$ cat src/rtl/instruction_loader.sv
// -----------------------------------------------------------------------------
// instruction_loader
//
// Boot-time writer for the instruction RAM. It takes a framed byte stream from
// the UART/debug link, builds 16-bit instruction words and writes them to
// consecutive RAM addresses. The core is held in reset until a whole image,
// checksum included, has been received and verified.
//
// Frame: COUNT_LO, COUNT_HI (word count N), N x {WORD_LO, WORD_HI}, CHK.
// CHK is the modulo-256 sum of every byte before it, count bytes included.
//
// Ports
//   clk          system clock
//   async_rst_n  asynchronous active-low reset
//   ByteValid    input byte present
//   ByteData     input byte
//   ByteReady    loader can take a byte (a byte moves when Valid && Ready)
//   Start        one-cycle re-arm request, only honoured in DONE / ERROR
//   InstWrEn     instruction RAM write strobe (one cycle per word)
//   InstWrAddr   instruction RAM write address
//   InstWrData   instruction RAM write data
//   CoreHold     keeps the core in reset while high
//   LoadDone     image loaded and checksum verified
//   LoadError    frame rejected
//   ErrorCode    0 none, 1 checksum, 2 oversize, 3 timeout
// -----------------------------------------------------------------------------
module instruction_loader #(
  parameter int ADDR_WIDTH     = 10,
  parameter int START_ADDR     = 0,
  parameter int TIMEOUT_CYCLES = 65535
) (
  input  logic                  clk,
  input  logic                  async_rst_n,
  input  logic                  ByteValid,
  input  logic [7:0]            ByteData,
  output logic                  ByteReady,
  input  logic                  Start,
  output logic                  InstWrEn,
  output logic [ADDR_WIDTH-1:0] InstWrAddr,
  output logic [15:0]           InstWrData,
  output logic                  CoreHold,
  output logic                  LoadDone,
  output logic                  LoadError,
  output logic [1:0]            ErrorCode
);

  typedef enum logic [2:0] {
    S_CNT_LO,
    S_CNT_HI,
    S_DATA_LO,
    S_DATA_HI,
    S_WRITE,
    S_CHECK,
    S_DONE,
    S_ERROR
  } state_e;

  typedef enum logic [1:0] {
    ERR_NONE     = 2'd0,
    ERR_CHECKSUM = 2'd1,
    ERR_OVERSIZE = 2'd2,
    ERR_TIMEOUT  = 2'd3
  } err_e;

  // Largest word count that still fits between START_ADDR and the top of RAM.
  localparam int unsigned MAX_WORDS = (1 << ADDR_WIDTH) - START_ADDR;

  localparam int TW = (TIMEOUT_CYCLES > 1) ? $clog2(TIMEOUT_CYCLES + 1) : 1;
  localparam logic [TW-1:0]         TIMEOUT_LIMIT = TW'(TIMEOUT_CYCLES);
  localparam logic [ADDR_WIDTH-1:0] ADDR_FIRST    = ADDR_WIDTH'(START_ADDR);
  localparam logic [ADDR_WIDTH-1:0] ADDR_LAST     = '1;

  state_e                  state_q,   state_d;
  err_e                    err_q,     err_d;
  logic [7:0]              lo_q,      lo_d;      // count low byte / word low byte
  logic [7:0]              sum_q,     sum_d;     // running checksum
  logic [15:0]             count_q,   count_d;   // words still to be written
  logic [ADDR_WIDTH-1:0]   addr_q,    addr_d;
  logic [15:0]             wdata_q,   wdata_d;
  logic [TW-1:0]           timer_q,   timer_d;
  logic                    started_q, started_d;

  logic        accept;
  logic        timed;
  logic        timeout_hit;
  logic [15:0] count_n;

  assign ByteReady = state_q inside {S_CNT_LO, S_CNT_HI, S_DATA_LO, S_DATA_HI, S_CHECK};
  assign accept    = ByteValid && ByteReady;
  assign count_n   = {ByteData, lo_q};

  // Idle timer only runs while a frame is in flight and a byte is expected.
  assign timed       = started_q && (state_q inside {S_CNT_HI, S_DATA_LO, S_DATA_HI, S_CHECK});
  // A byte arriving on the limit cycle wins, hence the !accept term.
  assign timeout_hit = (TIMEOUT_CYCLES != 0) && timed && !accept && (timer_q == TIMEOUT_LIMIT);

  // NOTE: every register is driven with <= here so all state updates see the
  // pre-edge values, whatever order the simulator evaluates processes in.
  always_ff @(posedge clk or negedge async_rst_n) begin
    if (!async_rst_n) begin
      state_q   <= S_CNT_LO;
      err_q     <= ERR_NONE;
      lo_q      <= '0;
      sum_q     <= '0;
      count_q   <= '0;
      addr_q    <= ADDR_FIRST;
      wdata_q   <= '0;
      timer_q   <= '0;
      started_q <= 1'b0;
    end else begin
      state_q   <= state_d;
      err_q     <= err_d;
      lo_q      <= lo_d;
      sum_q     <= sum_d;
      count_q   <= count_d;
      addr_q    <= addr_d;
      wdata_q   <= wdata_d;
      timer_q   <= timer_d;
      started_q <= started_d;
    end
  end

  always_comb begin
    // NOTE: each _d starts as a copy of its _q so no path through the case
    // below leaves a signal unassigned, which would infer a latch.
    state_d   = state_q;
    err_d     = err_q;
    lo_d      = lo_q;
    sum_d     = sum_q;
    count_d   = count_q;
    addr_d    = addr_q;
    wdata_d   = wdata_q;
    timer_d   = timer_q;
    started_d = started_q;

    if (accept) begin
      timer_d = '0;
    end else if (timed && (timer_q != TIMEOUT_LIMIT)) begin
      timer_d = timer_q + TW'(1);
    end

    unique case (state_q)
      S_CNT_LO: begin
        if (accept) begin
          lo_d      = ByteData;
          sum_d     = sum_q + ByteData;
          started_d = 1'b1;
          state_d   = S_CNT_HI;
        end
      end

      S_CNT_HI: begin
        if (accept) begin
          sum_d = sum_q + ByteData;
          if ({16'd0, count_n} > MAX_WORDS) begin
            state_d = S_ERROR;
            err_d   = ERR_OVERSIZE;
          end else if (count_n == 16'd0) begin
            state_d = S_CHECK;
          end else begin
            count_d = count_n;
            state_d = S_DATA_LO;
          end
        end
      end

      S_DATA_LO: begin
        if (accept) begin
          lo_d    = ByteData;
          sum_d   = sum_q + ByteData;
          state_d = S_DATA_HI;
        end
      end

      S_DATA_HI: begin
        if (accept) begin
          wdata_d = {ByteData, lo_q};
          sum_d   = sum_q + ByteData;
          state_d = S_WRITE;
        end
      end

      // Strobe cycle: address holds during the strobe and advances after it.
      // The oversize check means a write at ADDR_LAST is always the last one,
      // so holding there keeps the address from wrapping.
      S_WRITE: begin
        count_d = count_q - 16'd1;
        if (addr_q != ADDR_LAST) begin
          addr_d = addr_q + ADDR_WIDTH'(1);
        end
        state_d = (count_q == 16'd1) ? S_CHECK : S_DATA_LO;
      end

      S_CHECK: begin
        if (accept) begin
          if (ByteData == sum_q) begin
            state_d = S_DONE;
          end else begin
            state_d = S_ERROR;
            err_d   = ERR_CHECKSUM;
          end
        end
      end

      S_DONE, S_ERROR: begin
        if (Start) begin
          state_d   = S_CNT_LO;
          err_d     = ERR_NONE;
          sum_d     = '0;
          count_d   = '0;
          addr_d    = ADDR_FIRST;
          timer_d   = '0;
          started_d = 1'b0;
        end
      end

      default: state_d = S_CNT_LO;
    endcase

    if (timeout_hit) begin
      state_d = S_ERROR;
      err_d   = ERR_TIMEOUT;
    end
  end

  assign InstWrEn   = (state_q == S_WRITE);
  assign InstWrAddr = addr_q;
  assign InstWrData = wdata_q;
  assign CoreHold   = (state_q != S_DONE);
  assign LoadDone   = (state_q == S_DONE);
  assign LoadError  = (state_q == S_ERROR);
  assign ErrorCode  = err_q;

endmodule

$ cat config.mk
export PLATFORM = sky130hd
export DESIGN_NAME = instruction_loader
export DESIGN_NICKNAME = d
export VERILOG_FILES = /design/src/rtl/instruction_loader.sv
export SDC_FILE = /design/constraint.sdc
export NUM_CORES = 1
export LEC_CHECK = 0
export CORE_MARGIN = 10
export CORE_UTILIZATION = 40
export DETAILED_ROUTE_END_ITERATION = 10
export GPL_ROUTABILITY_DRIVEN = 0
export PLACE_DENSITY = 0.71
export REMOVE_ABC_BUFFERS = 1
export SYNTH_ARGS = -nofsm -noshare
export SYNTH_HDL_FRONTEND = slang
export SYNTH_SLANG_ARGS = --single-unit
$ cat constraint.sdc
create_clock -name clk -period 1.81 [get_ports clk]
set_input_delay 0.362 -clock clk [delete_from_list [all_inputs] [get_ports clk]]
set_output_delay 0.362 -clock clk [all_outputs]
set_load 0.01 [all_outputs]
==> impl_metrics.ini <==
[power_and_ir_drop]
p_per_area_nw_per_um2 = 1491
combPwrFrac = 0.535
vdd_ir_drop_max_mv = 0.8337
power_frac_seq = 0.329
p_sw_w = 0.003564
p_leak_nw = 2.668
clockPowerShare = 0.136
switching_share = 0.3963
p_int_w = 0.005428

[critical_path]
rrSetupSlack_ps = -260
worst_ep_required_time_ps = 2060
end_kind = flop
cp_max_fo = 3
r2r_cells = 6
critPathArrivalTime_ps = 2320
critPathMaxStageDelay_ps = 500
crit_start = lo_q[0]
r2r_end = state_q[2]
path_cells = nor4_4 > a31oi_2 > buf_4 > or4_4 > o2111ai_2 > nand3_1
worstSetupStartpointType = flop
worstSetupPathType = flop to flop
cp_slowest_cell = or4_4
crit_buf_inv = 1
critPathTopFamily = simple AND/OR/NAND/NOR gates
crit-reg2reg-launch = lo_q[0]

[floorplan]
initial_core_util = 0.4111
die_width_um = 123.2
ios = 45
rows = 37
die_y_um = 123.2
dieArea_um2 = 15190
core_um2 = 10370

[routing]
routed_wl_um = 11940
vias = 3888
vias_per_cell = 5.363
first_pass_iters = 4
ant_nets = 0
drc = 0
dr.first_iter.drc_count = 168
routedWlPerCell_um = 16.47

[run_status]
status = complete, but fails checks
violations = negative setup slack

[sta]
holdWs_ps = 451.8
drv_slew = 0
skew_ps = 7.062
min_period_over_period = 1.144
fin_crit_ps = 2070
max_freq_ghz = 0.4830
setup_violations = 23
fin_ws_ps = -260.5
finalSetupTns_ps = -3604
tightest_slew_ps = 371.0
slew_headroom = 0.7508
rsz0062_at_grt = true
hold_violations = 0

[yosys]
ys_warn_count = 0
async_reset_ff_frac = 1.000
synth_ff_type = dfrtp_1
syn_inst = 441
ys_ff_latch = 80
synthTopCellsByArea = dfrtp_1 (47%), mux2_2 (6.3%), nor2_1 (4.8%), o21ai_0 (4.2%), nand2_1 (3.4%)
yosysSeqAreaShare = 0.4696
syn_area_um2 = 4263
synth.largest_area_cell = dfrtp_1
syn_area_per_cell_um2 = 9.666
synth_edf_count = 0
yosysTopAreaCellShare = 0.4696
synth_cell_type_count = 53

[finish]
post-route-util = 0.5816
drive_above_1_share = 0.3497
areaGrowthSynthToFinish_pct = 41.47
n_antenna_cell = 0
final_cells = 725
fillers = 908
nets = 608

[cts]
clk_pin_slew_ps = 80
clock-root-buffer = clkbuf_8
cts_tree = done
cts_max_level = 3
cts_buffers = 9
clkLatencyLatePin_ps = 370
cts.sinks = 80
clock_path_buffers = 2

[grt]
grt_pass1_vias = 4028
grt.total_usage = 0.1580
grt_overflow = 0
grt_pass1_wl_um = 19180
antenna_found_initial = 0
grt_max_degree = 40

[placement]
dp.cells = 697
dp_hpwl_um = 8323
io_buffers = 44

[flow_run]
max_cap_violations = 0

[worst_hold_path]
hp-class = input pin to asynchronous set/reset pin
logic make-up (layout without fill, tap and decap cells):
group	count (synthesis)	after routing	synth area share
muxes	25	25	0.06575
buffers and inverters	27	175	0.02788
adders and majority gates	12	12	0.03698
and+or+nand+nor	182	182	0.2163
xor gates and xnor gates	25	25	0.05136
AOI/OAI and AO/OA	90	90	0.1321
DFF	80	80	0.4696
stage by stage:
stage	setup WS, ps	power [W]	cell area [µm²]
after floorplan	-327.3	0.005002	4185
after global placement	-672.5	0.007058	5497
after detailed placement	-718.3	0.007196	5497
after CTS	-85.15	0.008709	5843
after global routing	-356.7	0.009606	6031
final	-260.5	0.008992	6031
metal layers:
layer  vias up  global-route usage  wire, µm
met5         -                   0         0
met4         0             0.06914       276
met3        23             0.03737       565
met2        78              0.2690      6010
met1      1925              0.1861      5090
li1       1862                   -         -
cells in the final DEF (no fill, tap or decap), drive strengths merged, types with 4 or more instances in the layout:
| master | Yosys | final |
|---|---|---|
| mux2 | 24 | 24 |
| a21o | 4 | 4 |
| clkdlybuf4s50 | 0 | 29 |
| xnor2 | 15 | 15 |
| ha | 11 | 11 |
| xor2 | 10 | 10 |
| a22oi | 4 | 4 |
| dlygate4sd2 | 0 | 4 |
| buf | 3 | 108 |
| nor4 | 8 | 8 |
| nand4 | 4 | 4 |
| and3 | 5 | 5 |
| a31oi | 5 | 5 |
| a21oi | 25 | 25 |
| or3 | 4 | 4 |
| o21ai | 36 | 36 |
| clkbuf | 13 | 12 |
| dlymetal6s2s | 0 | 5 |
| inv | 11 | 11 |
| nand2 | 40 | 40 |
| nor2 | 55 | 55 |
| nand3 | 28 | 28 |
| dfrtp | 80 | 80 |
| nor3 | 18 | 18 |
area by class of cell:
class	instances	area (µm²)	area share
clock inverter	5	32.53	0.005394
sequential	80	2004	0.3324
clock buffer	11	141.4	0.02344
inverter	11	41.29	0.006846
tap	136	170.2	0.02822
timing repair buffer	148	1239	0.2054
multi-input combinational	334	2402	0.3983
power groups by stage:
stage	sequential, W	combinational, W	clock (W)
after floorplan	0.00304	0.00196	0
final	0.00296	0.00481	0.00122
after global placement	0.00288	0.00418	0
after CTS	0.00292	0.00454	0.00125
after global routing	0.00303	0.00524	0.00134
after detailed placement	0.00291	0.00428	0
sequential cells by signal (all words and copies together), names as in the netlist:
register    cells
state_q         3
timer_q        16
InstWrAddr     10
lo_q            8
InstWrData     16
sum_q           8
count_q        16
started_q       1
ErrorCode       2
worst max-delay path by stage:
stage / endpoint / cells past startpoint
floorplan: InstWrAddr[9] / 8
global placement: sum_q[6] / 9
detailed placement: sum_q[6] / 9
CTS: state_q[2] / 5
global route: count_q[2] / 7
finish: state_q[2] / 6
Yosys cell counts, drive strengths merged (2+ instances only):
| master | instances |
|---|---|
| nand3b | 3 |
| xnor2 | 15 |
| or4 | 2 |
| a21o | 4 |
| nand4 | 4 |
| nand3 | 28 |
| nor3b | 2 |
| inv | 11 |
| o211ai | 2 |
| or3 | 4 |
| nor4b | 2 |
| o31ai | 2 |
| xor2 | 10 |
| or2 | 2 |
| nand2b | 2 |
| and4 | 2 |
| and3 | 5 |
| a21oi | 25 |
| nor4 | 8 |
| a31oi | 5 |
| nand2 | 40 |
| mux2 | 24 |
| a22oi | 4 |
| buf | 3 |
| ha | 11 |
| o2111ai | 2 |
| nor2b | 3 |
| o21ai | 36 |
| clkbuf | 13 |
| nor3 | 18 |
| nor2 | 55 |
| dfrtp | 80 |
worst reg2reg max path: cells and delay by family (launching register included):
kind	cells	cell delay (ps)
compound gates	2	340
buf+inv	1	160
flops	1	440
simple gates	3	1020
repair_timing:
action | CTS | global route
pin swaps | 18 | 15
hold buffers | 1 | 0
gates resized for setup | 73 | 34
setup endpoints to repair | 35 | 38
endpoints found under the hold margin | 26 | 0
setup buffers | 5 | 8
(Power assumes the default switching activity.)
